[config.mk]
export PLATFORM = sky130hd
export DESIGN_NAME = list_sum_ctrl
export DESIGN_NICKNAME = d
export VERILOG_FILES = /design/src/rtl/list_sum_ctrl.sv
export SDC_FILE = /design/constraint.sdc
export NUM_CORES = 1
export LEC_CHECK = 0
export BUFFER_PORTS_ARGS = -buffer_cell sky130_fd_sc_hd__buf_4
export CAP_MARGIN = 20
export CORE_AREA = 3 3 161 163
export CTS_CLUSTER_DIAMETER = 120
export CTS_CLUSTER_SIZE = 14
export DETAILED_ROUTE_END_ITERATION = 10
export DIE_AREA = 0 0 164 166
export GPL_TIMING_DRIVEN = 0
export PLACE_DENSITY_LB_ADDON = 0.1
export SKIP_LAST_GASP = 1
export SYNTH_ARGS = -nofsm -noshare
export SYNTH_HDL_FRONTEND = slang
export SYNTH_SLANG_ARGS = --single-unit
[constraint.sdc]
create_clock -name clk -period 12.7 [get_ports clk]
set_clock_uncertainty 0.1 [all_clocks]
set_input_delay 0.635 -clock clk [delete_from_list [all_inputs] [get_ports clk]]
set_output_delay 0.635 -clock clk [all_outputs]
set_load 0.02 [all_outputs]
[src/rtl/list_sum_ctrl.sv]
// Buffers one list of up to LENGTH elements, hands it to an external summing
// stage, then presents the sum. Optional watchdog: define LIST_SUM_TIMEOUT_EN.
module list_sum_ctrl #(
  parameter  int DATA_WIDTH     = 32,
  parameter  int LENGTH         = 8,
  parameter  int TIMEOUT_CYCLES = 64,
  localparam int SUM_WIDTH      = $clog2(LENGTH) + DATA_WIDTH,
  localparam int CNT_WIDTH      = $clog2(LENGTH + 1)
) (
  input  logic                         clk,
  input  logic                         rst,
  input  logic                         in_valid,
  input  logic [DATA_WIDTH-1:0]        in_data,
  input  logic                         in_last,
  output logic                         in_ready,
  output logic [LENGTH*DATA_WIDTH-1:0] list_data,
  output logic                         sum_start,
  input  logic                         sum_done,
  input  logic [SUM_WIDTH-1:0]         sum_result,
  output logic                         out_valid,
  output logic [SUM_WIDTH-1:0]         out_sum,
  output logic [CNT_WIDTH-1:0]         out_count,
  output logic                         out_err,
  input  logic                         out_ready
);

  localparam int IDX_W = (LENGTH > 1) ? $clog2(LENGTH) : 1;

  typedef enum logic [1:0] {FILL, SUM, OUT} state_t;

  state_t                state_q, state_d;
  logic [DATA_WIDTH-1:0] buf_q [LENGTH];
  logic [IDX_W-1:0]      wr_ptr_q;
  logic [CNT_WIDTH-1:0]  count_q;
  logic [SUM_WIDTH-1:0]  out_sum_q;
  logic [CNT_WIDTH-1:0]  out_count_q;
  logic                  accept;

  if (TIMEOUT_CYCLES < 1 || LENGTH < 1) begin : g_bad_cfg
    $error("list_sum_ctrl: LENGTH and TIMEOUT_CYCLES must be >= 1");
  end

  always_ff @(posedge clk or posedge rst) begin
    if (rst) state_q <= FILL;
    else     state_q <= state_d;
  end

`ifdef LIST_SUM_TIMEOUT_EN
  localparam int TMO_W = $clog2(TIMEOUT_CYCLES + 1);

  logic [TMO_W-1:0] tmo_q;
  logic             tmo_hit;
  logic             out_err_q;

  // Counter holds at 0 outside SUM, so it restarts on every SUM entry.
  always_ff @(posedge clk or posedge rst) begin
    if (rst)                tmo_q <= '0;
    else if (state_q != SUM) tmo_q <= '0;
    else                    tmo_q <= tmo_q + 1'b1;
  end

  // Fires in the last allowed SUM cycle; a simultaneous sum_done wins.
  assign tmo_hit = (state_q == SUM) && !sum_done &&
                   (tmo_q == TMO_W'(TIMEOUT_CYCLES - 1));

  always_ff @(posedge clk or posedge rst) begin
    if (rst)                                out_err_q <= 1'b0;
    else if (state_q == SUM && sum_done)    out_err_q <= 1'b0;
    else if (tmo_hit)                       out_err_q <= 1'b1;
  end

  assign out_err = out_err_q;
`else
  assign out_err = 1'b0;
`endif

  always_comb begin
    state_d   = state_q;
    in_ready  = 1'b0;
    sum_start = 1'b0;
    out_valid = 1'b0;
    accept    = 1'b0;
    case (state_q)
      FILL: begin
        in_ready = 1'b1;
        accept   = in_valid;
        if (in_valid && (in_last || count_q == CNT_WIDTH'(LENGTH - 1)))
          state_d = SUM;
      end
      SUM: begin
        sum_start = 1'b1;
        if (sum_done) state_d = OUT;
`ifdef LIST_SUM_TIMEOUT_EN
        else if (tmo_hit) state_d = OUT;
`endif
      end
      OUT: begin
        out_valid = 1'b1;
        if (out_ready) state_d = FILL;
      end
      default: state_d = FILL;
    endcase
  end

  always_ff @(posedge clk or posedge rst) begin
    if (rst) begin
      for (int k = 0; k < LENGTH; k++) buf_q[k] <= '0;
      wr_ptr_q    <= '0;
      count_q     <= '0;
      out_sum_q   <= '0;
      out_count_q <= '0;
    end else begin
      if (accept) begin
        buf_q[wr_ptr_q] <= in_data;
        wr_ptr_q        <= wr_ptr_q + 1'b1;
        count_q         <= count_q + 1'b1;
      end
      if (state_q == SUM && sum_done) begin
        out_sum_q   <= sum_result;
        out_count_q <= count_q;
      end
`ifdef LIST_SUM_TIMEOUT_EN
      else if (tmo_hit) begin
        out_sum_q   <= '0;
        out_count_q <= count_q;
      end
`endif
      // Clearing on consumption makes unwritten entries of the next list read 0.
      if (state_q == OUT && out_ready) begin
        for (int k = 0; k < LENGTH; k++) buf_q[k] <= '0;
        wr_ptr_q <= '0;
        count_q  <= '0;
      end
    end
  end

  for (genvar g = 0; g < LENGTH; g++) begin : g_pack
    assign list_data[g*DATA_WIDTH +: DATA_WIDTH] = buf_q[g];
  end

  assign out_sum   = out_sum_q;
  assign out_count = out_count_q;

endmodule

==> results of run 1 <==
## flip-flops by register name, indices dropped and copies added, names as in the netlist
name       count
count_q        4
list_data    256
out_count      4
out_sum       35
state_q        2
wr_ptr_q       3
## power breakdown
group	leakage, nW	switching (mW)	internal (mW)
registers	3.99	0.228	1.34
clock network	0.327	0.344	0.369
logic	3.68	1.19	0.730
total	8.00	1.76	2.44
## cell type report
| type | count | area share [%] |
|---|---|---|
| well taps | 324 | 2.460 |
| multi-input cells | 845 | 26.45 |
| plain buffers | 140 | 4.388 |
| flip-flops and latches | 304 | 46.16 |
| clock inverters | 2 | 0.2354 |
| clock buffers | 25 | 3.796 |
| inverters | 4 | 0.1367 |
| repair buffers | 351 | 16.37 |
## per-layer routing
layer	part of all wire [%]	vias up	global-route usage (%)	wire [um]
li1	-	5123	-	-
met1	39	5547	42.41	17320
met2	46	567	51.23	20790
met3	9.8	120	8.231	4391
met4	5.0	0	13.87	2216
met5	0	-	0	0
## worst max-delay path: stages, from the launching register on
cell and delay (ns):
dfrtp_1 0.39, buf_4 0.18, nand2b_1 0.16, inv_1 0.08, buf_4 0.14
## cells by family after synthesis
family,Yosys count,synth area share [%]
AOI/OAI and AO/OA,244,9.711
xor gates and xnor gates,3,0.2069
adders and majority gates,2,0.1969
buffers and inverters,144,5.810
DFF,304,59.88
muxes,58,4.954
other,1,0.02952
and+or+nand+nor,537,19.21
## worst max path at each step
stage                           start                    endpoint  cells after the start
6_report       state_q[0]$_DFFE_PP0P_                   out_valid                      4
5_1_grt        state_q[0]$_DFFE_PP0P_                   out_valid                      4
4_1_cts        state_q[0]$_DFFE_PP0P_                   out_valid                      4
3_5_place_dp                 in_valid   list_data[33]$_DFFE_PP0P_                      6
3_3_place_gp                      rst  list_data[102]$_DFFE_PP0P_                      2
2_1_floorplan                     rst      count_q[0]$_DFFE_PP0P_                      1
## Yosys cell counts
master and n:
nand3_1 224, nand2b_1 1, inv_1 4, o21ai_1 18, clkbuf_2 11, conb_1 1
nor3b_2 2, nand3b_1 1, buf_2 63, nor2_1 5, nor3_4 1, clkbuf_1 47
a31oi_1 1, mux2_2 36, and2_1 8, dfrtp_1 304, nand4_1 16, mux2i_1 19
buf_6 9, buf_4 10, or3b_2 1, and3_1 1, o21ai_0 222, xnor2_1 3
mux2_1 3, nor3b_1 1, a22o_1 2, ha_1 2, nor2b_4 1, nand2_1 270
and3b_1 3, nor4bb_1 2, o2bb2ai_1 1
## metrics by stage
| stage | total power [mW] | instances |
|---|---|---|
| floorplan | 2.582 | 1293 |
| global placement | 3.455 | 1964 |
| detailed placement | 3.497 | 1967 |
| CTS | 4.207 | 1995 |
| global route | 4.429 | 1995 |
| finish | 4.201 | 1995 |
==> results, run 1 <==
- The run finished with clean final reports.
- For this run the aggregate overflow at the end of global routing stands at 0.
- The flop-to-flop setup slack is 10.59 ns.
- The placed instances occupy a cell area of 15810 um2.
- The clock latency of the later-clocked register in the worst-skew pair is 0.53 ns.
- The worst slack on hold paths is 0.2153 ns.
- The worst hold path belongs to the class primary input to flip-flop.
- The TritonCTS clock tree is yes.
- The placement-stage worst setup slack is 10.45 ns.
- The number of hold buffers added after CTS was 1.
- Setup repair after global routing left no endpoint under its margin.
- Counting distinct cell types in the post-synthesis netlist gives 33.
- Post-CTS timing repair inserted 0 buffers for setup.
- The number of cells produced by synthesis is 1293.
- The number of antenna diodes in the final layout is 0.
- The share of cells above drive strength 1 is 30.64%.
- The overall routed net length is 44710 um.
- Compared with the post-synthesis result, the final layout area differs by 29.71%.
- The reported max-cap violation count is 0.
- VDD sags by at most 174.3 uV.
- The combined area of the multi-input logic cells is 4359 um2.
- The critical register-to-register path endpoint is list_data[116]$_DFFE_PP0P_.
- The detail route stage leaves a number of antenna-violating nets equal to 0.
- The final critical path time including I/O delays and setup is 2.217 ns.
- For the final routed database, the setup TNS stands at 0 ns.
- The congestion estimate from routability-driven global placement came to 0.8570.
- The number of placement rows is 57.
- The count of buffers added on input and output ports is 347.
- The count of synthesis-stage warnings from yosys is 0.
- The count of H-tree levels built during CTS is 1.
- The die covers 27220 um2.
- Of the post-synthesis cell area, the dominant cell type holds 59.88%.
- Counting instances, the worst hold path has a depth of 2.
- The final-report hold violation count was 0.
- The number of iterations in the first detailed-routing pass is 5.
- Clock tree synthesis selected as its root buffer the cell clkbuf_16.
- The post-cts resize count is 0.
- The final layout net count is 1746.
- The width of the die is 164 um.
- The worst path uses 17.45% of the clock period.
- The reg-to-reg critical path startpoint is state_q[0]$_DFFE_PP0P_.
- The share of the yosys chip area belonging to registers is 59.88%.
- The number of buffers between clock root and the deepest sink is 3.
- Counting flops and latches in the post-synthesis netlist gives 304.
- The finished cells cover 16480 um2.
- The most frequent standard cell in the layout excluding fill and tap cells is buf_4.
- Sorting the synthesized cells by area gives the leading types as dfrtp_1, nand3_1, o21ai_0, nand2_1, mux2_2.
- The initial core utilization is 51.94%.
- Clock-pin slew was measured on the worst setup and hold paths at 0.06 ns.
- The top cell types in the final layout, fill and taps aside, are buf_4, dfrtp_1, nand2_1.
- The count of boundary I/O pins is 372.
- Synthesis produced a netlist with a net count of 1368.
- In this run the cell area of the synthesized design comes to 12700 um2.
- The final count of negative-setup-slack endpoints is 0.
- The mean instance size in the synthesized netlist is 9.826 um2.
- The floorplan step set the die height to 166 um.
- Setup slack on the critical path of the routed design comes to 10.48 ns.
- In this run the worst path has a maximum fanout of 10.
- The detailed-route DRC error count is 0.
- The placeable core region is 24460 um2.
- The number of clock buffers added by TritonCTS is 25.
- The HPWL after detailed placement is 31940 um.
- The measured slew at the worst slew-check pin is 0.8293 ns.
- The startpoint identified for the worst hold timing path is out_ready.
- The average wire per cell in the routed design is 22.41 um.
- The layout has 2026 filler cells.
- The total number of vias is 11357.
- Timing would allow up to 451.1 MHz.
- The final core area utilization is 67.37%.
- The combined flip-flop and latch cell area is 7607 um2.
- The ratio of total power to cell area is 254.9 nW/um2.
- Entering global routing, the biggest net connects 94 pins.
- The worst path required time is 11.97 ns.
- The type of element capturing the critical path is an output port.
- The initial DRC count is 1109.
- The leakage power is 8.002 nW.
- For this run, the total global-route usage over all layers was measured as 32.36%.
- The wire length of the first global-routing pass is 67770 um.
- The tree built by TritonCTS fans out to 304 sinks.
- The worst setup path is launched from a flip-flop.
- Headroom to the max-slew limit came out at 44.71%.
- For hold timing, the worst endpoint is state_q[1]$_DFFE_PP0P_.
- The number of vias per cell is 5.693.
- The cell accounting for the most synthesized area is dfrtp_1.
- The final max-slew violation count was 0.
- The number of global-route vias before repair is 11451.
- The worst reg2reg path depth is 6.
- The critical path in this run is classified as flip-flop to output port.
- The initial antenna violation count is 0.
- The data arrival time of the critical path is 1.48 ns.
Note: power is estimated with default switching activity, not from simulation.
==> run 2, diff against run 1 <==
--- a/config.mk
+++ b/config.mk
@@ -7,11 +7,11 @@
 export LEC_CHECK = 0
 export BUFFER_PORTS_ARGS = -buffer_cell sky130_fd_sc_hd__buf_4
 export CAP_MARGIN = 20
-export CORE_AREA = 3 3 161 163
+export CORE_AREA = 3 3 169 171
 export CTS_CLUSTER_DIAMETER = 120
 export CTS_CLUSTER_SIZE = 14
 export DETAILED_ROUTE_END_ITERATION = 10
-export DIE_AREA = 0 0 164 166
+export DIE_AREA = 0 0 172 174
 export GPL_TIMING_DRIVEN = 0
 export PLACE_DENSITY_LB_ADDON = 0.1
 export SKIP_LAST_GASP = 1
==> constraint.sdc (replaced) <==
create_clock -name clk -period 1.95 [get_ports clk]
set_clock_uncertainty 0.1 [all_clocks]
set_input_delay 0.0975 -clock clk [delete_from_list [all_inputs] [get_ports clk]]
set_output_delay 0.0975 -clock clk [all_outputs]
set_load 0.02 [all_outputs]
==> results, run 2 (synthesis gave the netlist of run 1 again) <==
- The detailed-route DRC error count was 0 (unchanged).
- The count of H-tree levels built during CTS is 1 (unchanged).
- The ratio of total power to cell area is 1608 nW/um2 (+530%).
- The run finished with clean final reports.
- The number of inserted filler cells in the final layout is 2236 (+10%).
- The number of antenna diodes is 0 (unchanged).
- The reported max-cap violation count is 0 (unchanged).
- The number of placement rows is 60 (+5.3%).
- The number of instances on the worst hold path was 3 (+1).
- The number of iterations in the first detailed-routing pass is 5 (unchanged).
- The combined area of the multi-input logic cells is 4370 um2 (+0.26%).
- STA classifies the critical path endpoint as a flip-flop.
- The signed area change from the synthesized netlist to the final layout is 35.38%.
- The wire length of the first global-routing pass is 70800 um (+4.5%).
- The worst path required time is 2.25 ns (-9.72 ns).
- The path class of the tightest hold or removal check is primary input to flip-flop.
- The placer congestion estimate was 0.8660 (+1.1%).
- The final-report hold violation count is 0 (unchanged).
- The highest clock frequency the design can meet is 515.8 MHz.
- The largest fanout of any net on the critical path is 10 (unchanged).
- The initial core utilization is 47.01% (-4.9 points).
- The number of vias per cell is 5.642 (-0.90%).
- The total number of vias is 11712 (+3.1%).
- The data arrival time of the critical path is 2.24 ns (+0.76 ns).
- The clock transition time at the flip-flop clock pins of the worst setup and hold paths is 0.07 ns (about the same).
- The length of routed met2 wiring came to 22390 um (+7.7%).
- The library cells used most frequently in the layout, excluding fill and tap cells, are buf_4, dfrtp_1, nand2_1.
- The measured slew at the worst slew-check pin is 0.9444 ns (+0.1151 ns).
- The worst slack on hold paths is 0.01428 ns (-0.2010 ns).
- The combined flip-flop and latch cell area was 7607 um2 (unchanged).
- The count of boundary I/O pins was 372 (unchanged).
- The final core area utilization is 63.64% (-3.7 points).
- The detailed-routed wire length on met3 is 4500 um (+2.5%).
- The kind of start point of the critical path is a flip-flop.
- The width of the die is 172 um (+4.9%).
- The clock latency of the later-clocked register in the worst-skew pair was 0.53 ns (about the same).
- TritonCTS built the clock tree.
- The flip-flop count of the largest register after layout is 256 (unchanged).
- The overflow left after global routing is 0 (unchanged).
- The clock sink total is 304 (unchanged).
- The detailed router used layers up to and including met5.
- The number of antenna-violating nets in the routed design is 0 (unchanged).
- The average wire per cell in the routed design is 22.72 um (+1.4%).
- Dividing the final minimum period by the clock period gives 99.41%.
- The final-layout setup total negative slack is 0 ns (unchanged).
- The HPWL after detailed placement was 33040 um (+3.4%).
- The library cell used most frequently in the layout, excluding fill and tap cells, is buf_4.
- The initial antenna violation count was 1 (+1).
- The TritonCTS buffer count is 25 (unchanged).
- The die height came to 174 um (+4.8%).
- The overall routed net length was 47170 um (+5.5%).
- The initial DRC count is 981 (-12%).
- The final max-slew violation count was 0 (unchanged).
- The tightest slew margin relative to the limit is 37.04% (-7.7 points).
- The pin count of the biggest net entering global routing came to 43 (-54%).
- The leakage power came to 8.319 nW (+4.0%).
- The number of buffers between clock root and the deepest sink is 3 (unchanged).
- The overall routing resource usage is 30.89% (-1.5 points).
- The count of port buffers added during placement was 347 (unchanged).
- The placeable core region is 27030 um2 (+10%).
- The final layout net count is 1811 (+3.7%).
- The root cell of the clock tree is clkbuf_16.
- The detailed-route wire length on metal 1 is 18710 um (+8.0%).
- The final critical path time including I/O delays and setup is 1.939 ns.
- The share of cells above drive strength 1 was 30.89% (+0.25 points).
- The worst reg2reg path depth is 6 (unchanged).
- The largest vdd supply drop is 1078 uV (+520%).
- The final count of negative-setup-slack endpoints was 0 (unchanged).
- The die footprint is 29930 um2 (+9.9%).
- Setup repair after global routing could not meet its margin everywhere.
- The number of global-route vias before repair is 11456 (+0.044%).
- The type of the worst setup path is flip-flop to flip-flop.
run 2: cell types whose count changed in the layout (fill, tap and decap cells not counted), sizes merged:
| cell | before | now |
|---|---|---|
| buf | 432 | 437 |
| clkbuf | 83 | 88 |
| clkinvlp | 0 | 1 |
| dlygate4sd3 | 1 | 56 |
| inv | 5 | 3 |
run 2: what timing repair did:
item / CTS / global route
hold buffers: 56 / 0
setup endpoints to repair: 57 / 135
buffers inserted: 0 / 5
resized for setup: 5 / 26
hold endpoints to repair: 181 / 0
pin swaps: 0 / 1
run 2: per-layer routing:
| metal | vias to the layer above | global-route usage (%) |
|---|---|---|
| met4 | 2 | 10.05 |
| met2 | 561 | 49.71 |
| met5 | - | 0 |
| met3 | 86 | 7.824 |
| met1 | 5813 | 41.10 |
| li1 | 5250 | - |
run 2: final timing paths:
| kind | start | to | slack, ns |
|---|---|---|---|
| max | state_q[1]$_DFFE_PP0P_ | list_data[61]$_DFFE_PP0P_ | 0.01 |
| min | in_data[0] | list_data[64]$_DFFE_PP0P_ | 0.01 |
| max reg2reg | state_q[1]$_DFFE_PP0P_ | list_data[61]$_DFFE_PP0P_ | 0.01 |
| min reg2reg | out_count[3]$_DFFE_PP0P_ | out_count[3]$_DFFE_PP0P_ | 0.39 |
| max in group asynchronous | rst | list_data[50]$_DFFE_PP0P_ | 0.63 |
| min in group asynchronous | rst | list_data[84]$_DFFE_PP0P_ | 0.16 |
run 2: report_power, final:
part,leakage [nW],internal [mW],total (mW),switching [mW]
combinational,4.01,4.96,12.8,7.85
clock,0.322,2.39,4.60,2.21
sequential,3.99,8.72,10.2,1.52
total,8.32,16.1,27.7,11.6
run 2: worst max-delay path, stage by stage, from the launching register on:
cell and delay (ns):
dfrtp_1 0.39, buf_4 0.19, nor3_4 0.29, buf_4 0.16
and2_2 0.29, clkbuf_2 0.26, o21ai_0 0.13
run 2: through the flow:
step,cells,total power [mW],instance area [um2],setup slack (ns)
final,2076,27.65,17200,0.01142
after global placement,1981,22.58,15740,-4.208
after global routing,2076,29.17,17200,-0.07410
after floorplan,1293,16.82,12710,-2.291
after CTS,2071,27.57,17130,0.01248
after detailed placement,1989,22.86,15900,-0.1279
run 2: area by class of cell:
cell class | count | area share (%)
clock inverters | 1 | 0.1746
inverters | 4 | 0.1091
clock buffers | 25 | 3.637
plain buffers | 140 | 4.401
multi-input cells | 845 | 25.41
well taps | 341 | 2.481
flip-flops and latches | 304 | 44.23
repair buffers | 416 | 19.55
